### config.mk
export PLATFORM = sky130hd
export DESIGN_NAME = residual_row_gen
export DESIGN_NICKNAME = d
export VERILOG_FILES = /design/src/rtl/satd_pkg.sv /design/src/rtl/residual_lane.sv /design/src/rtl/residual_row_gen.sv
export SDC_FILE = /design/constraint.sdc
export NUM_CORES = 1
export LEC_CHECK = 0
export ABC_AREA = 1
export CAP_MARGIN = 0
export CORE_MARGIN = 8
export CORE_UTILIZATION = 30
export CTS_CLUSTER_DIAMETER = 60
export DETAILED_ROUTE_END_ITERATION = 16
export HOLD_SLACK_MARGIN = 0.15
export PLACE_DENSITY = 0.66
export RECOVER_POWER = 100
export SETUP_SLACK_MARGIN = 0.02
export SYNTH_ARGS = -nofsm -noshare
export SYNTH_HDL_FRONTEND = slang
export SYNTH_SLANG_ARGS = --single-unit
### constraint.sdc
create_clock -name clk -period 1.4 [get_ports clk]
set_input_delay 0.28 -clock clk [delete_from_list [all_inputs] [get_ports clk]]
set_output_delay 0.28 -clock clk [all_outputs]
set_load 0.01 [all_outputs]
### src/rtl/satd_pkg.sv
// Shared constants and width helpers for the SATD datapath stages.
package satd_pkg;

    localparam int DEFAULT_ROWS = 4;

    function automatic int clog2(input int value);
        int result;
        int rem;
        result = 0;
        rem    = value - 1;
        while (rem > 0) begin
            result = result + 1;
            rem    = rem >> 1;
        end
        return result;
    endfunction

    // One extra bit holds the full signed range of an unsigned difference.
    function automatic int diff_w(input int bit_depth);
        return bit_depth + 1;
    endfunction

    function automatic int row_cnt_w(input int rows);
        return (clog2(rows) < 1) ? 1 : clog2(rows);
    endfunction

endpackage

### src/rtl/residual_lane.sv
// One pixel lane: signed residual org-cur and its magnitude, purely combinational.
module residual_lane
    import satd_pkg::*;
#(
    parameter int BIT_DEPTH = 8
) (
    input  logic [BIT_DEPTH-1:0]                org,
    input  logic [BIT_DEPTH-1:0]                cur,
    output logic signed [diff_w(BIT_DEPTH)-1:0] diff,
    output logic [BIT_DEPTH-1:0]                abs_diff
);

    always_comb begin
        diff     = {1'b0, org} - {1'b0, cur};
        abs_diff = (org >= cur) ? (org - cur) : (cur - org);
    end

endmodule

### src/rtl/residual_row_gen.sv
// Row-parallel residual generator with block row tagging and a registered output stage.
// Optional block SAD accumulator enabled by defining RESIDUAL_SAD_EN.
module residual_row_gen
    import satd_pkg::*;
#(
    parameter int LANES     = 4,
    parameter int BIT_DEPTH = 8,
    parameter int ROWS      = 4
) (
    input  logic                                      clk,
    input  logic                                      rst,
    input  logic                                      enable,
    input  logic                                      in_valid,
    output logic                                      in_ready,
    input  logic [LANES*BIT_DEPTH-1:0]                in_org,
    input  logic [LANES*BIT_DEPTH-1:0]                in_cur,
    output logic                                      out_valid,
    input  logic                                      out_ready,
    output logic [LANES*diff_w(BIT_DEPTH)-1:0]        out_diff,
    output logic                                      out_first,
    output logic                                      out_last,
    output logic [BIT_DEPTH+clog2(LANES*ROWS)-1:0]    out_sad
);

    localparam int DW = diff_w(BIT_DEPTH);
    localparam int RW = row_cnt_w(ROWS);
    localparam int SW = BIT_DEPTH + clog2(LANES*ROWS);

    logic [RW-1:0]          row;
    logic                   row_is_last;
    logic                   accept;
    logic [LANES*DW-1:0]    lane_diff;
    logic [BIT_DEPTH-1:0]   lane_abs [LANES];

    for (genvar i = 0; i < LANES; i++) begin : g_lane
        residual_lane #(
            .BIT_DEPTH (BIT_DEPTH)
        ) u_lane (
            .org      (in_org[i*BIT_DEPTH +: BIT_DEPTH]),
            .cur      (in_cur[i*BIT_DEPTH +: BIT_DEPTH]),
            .diff     (lane_diff[i*DW +: DW]),
            .abs_diff (lane_abs[i])
        );
    end

    // Single output register without skid: accept only when the slot is empty or draining.
    assign in_ready    = enable & (~out_valid | out_ready);
    assign accept      = in_valid & in_ready;
    assign row_is_last = (row == RW'(ROWS - 1));

    always_ff @(posedge clk) begin
        if (rst) begin
            out_valid <= 1'b0;
            out_diff  <= '0;
            out_first <= 1'b0;
            out_last  <= 1'b0;
            row       <= '0;
        end else if (accept) begin
            out_valid <= 1'b1;
            out_diff  <= lane_diff;
            out_first <= (row == '0);
            out_last  <= row_is_last;
            row       <= row_is_last ? '0 : row + 1'b1;
        end else if (out_ready) begin
            out_valid <= 1'b0;
        end
    end

`ifdef RESIDUAL_SAD_EN
    logic [SW-1:0] row_sad;
    logic [SW-1:0] sad_acc;
    logic [SW-1:0] sad_reg;

    always_comb begin
        row_sad = '0;
        for (int i = 0; i < LANES; i++) begin
            row_sad = row_sad + SW'(lane_abs[i]);
        end
    end

    // The last row's contribution is folded in directly so the total lands with out_last.
    always_ff @(posedge clk) begin
        if (rst) begin
            sad_acc <= '0;
            sad_reg <= '0;
        end else if (accept) begin
            if (row_is_last) begin
                sad_reg <= sad_acc + row_sad;
                sad_acc <= '0;
            end else begin
                sad_acc <= sad_acc + row_sad;
            end
        end
    end

    assign out_sad = sad_reg;
`else
    logic unused_abs;

    always_comb begin
        unused_abs = 1'b0;
        for (int i = 0; i < LANES; i++) begin
            unused_abs = unused_abs ^ (^lane_abs[i]);
        end
    end

    assign out_sad = '0;
`endif

endmodule
==> results of run 1 <==
## registers in the layout (all words and copies together) (netlist names)
name,cells
out_first,1
out_valid,1
out_diff,36
out_last,1
row,2
## critical path: stages (launching register included)
cell and delay [ns]:
dfxtp_2 0.35, inv_2 0.04, nor2_4 0.11, nor2_4 0.06, buf_6 0.12, nand2_8 0.09, clkinv_8 0.09, buf_12 0.14
o21a_1 0.16, o21ai_1 0.07, inv_1 0.05
## cell type report
class	count	area share
Multi-Input combinational cell	317	0.444
Timing Repair Buffer	159	0.279
Sequential cell	41	0.150
Clock inverter	3	0.00321
Tap cell	140	0.0321
Timing Repair inverter	1	0.00160
Inverter	109	0.0772
Clock buffer	5	0.0126
## timing repair
item,CTS,global route
pin swaps,57,54
cloned,1,5
gates resized for setup,167,64
endpoints found under the setup margin,68,35
buffers inserted,2,5
## cells by family (layout without fill, tap and decap cells)
kind of cell,after synthesis,count (layout),synth area share
DFF,41,41,0.253
buffers and inverters,133,277,0.189
and+or+nand+nor,178,178,0.234
adders and majority gates,38,38,0.156
AOI/OAI and AO/OA,77,77,0.134
xor gates and xnor gates,12,12,0.0325
other,1,12,0.00116
## layer usage
metal	track usage	routed length (um)	vias up
li1	-	-	1765
met1	0.154	4420	1554
met2	0.253	5420	86
met3	0.0277	428	10
met4	0.0336	118	0
met5	0	0	-
## worst max path at each step
stage / start / end / slack [ns] / depth (start not counted)
5_1_grt: out_valid / out_diff[12] / -0.07 / 10
6_report: out_valid / out_diff[12] / -0.006 / 10
3_5_place_dp: in_org[24] / out_diff[31] / -0.55 / 10
2_1_floorplan: in_org[24] / out_diff[31] / 0.02 / 9
3_3_place_gp: in_org[8] / out_diff[13] / -0.51 / 9
4_1_cts: enable / in_ready / -0.04 / 4
## power groups by stage
stage / Sequential (uW) / Clock [uW] / Combinational (uW)
6_report: 1300 / 777 / 1650
5_1_grt: 1310 / 859 / 1830
4_1_cts: 1300 / 810 / 1500
3_5_place_dp: 1330 / 0 / 1390
3_3_place_gp: 1330 / 0 / 1360
2_1_floorplan: 1360 / 0 / 739
## cell usage after synthesis (all sizes together) (4+ instances only)
| cell | number |
|---|---|
| a21oi | 34 |
| buf | 24 |
| dfxtp | 41 |
| fa | 4 |
| ha | 34 |
| inv | 108 |
| nand2 | 115 |
| nand3 | 30 |
| nand4 | 4 |
| nor2 | 23 |
| o21a | 20 |
| o21ai | 23 |
| xnor2 | 10 |
## metrics by stage
step | setup TNS, ns | util | hold WS, ns
3_5_place_dp | -16.36 | 0.440 | 0.458
3_3_place_gp | -15.29 | 0.440 | 0.454
2_1_floorplan | 0 | - | 0.451
4_1_cts | -0.0363 | 0.478 | 0.406
5_1_grt | -0.767 | 0.511 | 0.421
6_report | -0.0106 | 0.511 | 0.410
==> impl_metrics.yaml, run 1 <==
synthesis:
  synthTopCellsByArea: "dfxtp_1 25%, nand2_1 13%, ha_1 13%, inv_1 12%, a21oi_1 5.3%"
  ys_ff_latch: 41
  yosysTopAreaCellShare: 0.253
  yosysUniqueCellTypes: 24
  synth_edf_count: 0
  yosys.area.top_type: "dfxtp_1"
  async_flop_share: 0
  seq_area_frac_synth: 0.253
  yosys_warnings: 0
  synth_area_per_cell_um2: 6.75
  synth_area_um2: 3240
  ys.flop_type: "dfxtp_1"
  netlist_instances: 480
route:
  first_pass_iters: 4
  first_iter_violations: 139
  via_per_inst: 4.41
  drc: 0
  ant_nets: 0
  vias: 3415
  drt-total-wl_mm: 10.4
  wl_per_cell_um: 13.4
clock_network:
  root_buffer: "clkbuf_8"
  clock_latency_ns: 0.29
  cts_buffer_depth: 2
  cts_tree: "yes"
  clk_pin_slew_ns: 0.09
  cts_hold_buf: 0
  cts_max_level: 2
  cts_buffers: 5
  cts_sinks: 41
timing:
  fmax_mhz: 711
  report.final.slew_viol_count: 0
  setup_viol: 2
  fin_ws_ns: -0.00648
  post-route-period-util: 1.00
  layout_min_cycle_time_ns: 1.41
  hold_viol_final: 0
  clock-skew-final_ns: 0.00891
  rsz0062_at_grt: "true"
floorplan:
  dieArea_um2: 14400
  die_y_um: 120
  core_um2: 10700
  initial_core_util: 0.303
  dieWidth_um: 120
  pin_count: 121
  row_count: 38
final_layout:
  final_common_cell: "nand2_1"
  final_cells: 775
  antenna_cells: 0
  drive_gt1_frac: 0.290
  design_area_um2: 5460
  layout_common_cells: "86 x nand2_1, 81 x inv_1, 80 x dlygate4sd2_1"
  finalNetCount: 741
  areaGrowthSynthToFinish_pct: 68.7
  fill_cells: 1059
  multiInputGateArea_um2: 2420
  regArea_um2: 822
worst_setup_path:
  path_max_fanout: 7
  crit_type: "reg -> reg"
  start_kind: "flop"
  r2r-end: "out_diff[12]"
  cp-end-kind: "flop"
  rr_startpoint: "out_valid"
  r2r.worst_path.cells: 10
  reg2reg_setup_slack_ns: -0.006
  cp.required_ns: 1.59
  cp_data_arrival_time_ns: 1.59
grt:
  grt_pass1_wl_mm: 16.5
  grt_overflow: 0
  first_global_vias: 3633
  antenna_found_initial: 0
  grt_start_max_net_pins: 24
  grt_usage: 0.136
power_and_ir_drop:
  clkPwrFrac: 0.208
  p_comb_frac: 0.443
  p_leak_uw: 0.00295
  p_seq_frac: 0.348
  max-vdd-ir-drop_mv: 0.333
  fin_total_pwr_uw: 3730
  p_switching_uw: 1290
  switching_share: 0.346
  p_int_uw: 2440
  p_per_area_nw_per_um2: 683
placement:
  gp_congestion: 0.878
  hpwl_mm: 7.41
  placed_area_um2: 4700
  portBuffers: 108
  place_ws_ns: -0.552
  dp_cells: 755
outcome:
  status: "finished, violations left"
  violations: "setup timing"
hold_path:
  hold_path_end: "out_diff[9]"
  hold_class: "in -> reg"
  hold_path_startpoint: "in_cur[8]"
  min_path_cells: 3
run:
  drv_cap: 0
Note: power is estimated with default switching activity, not from simulation.
==> inputs of run 2 (changes only) <==
- HOLD_SLACK_MARGIN: 0.15 -> not set
==> results of run 2 <==
The final DEF is identical to that of run 1; final timing and power are the same.
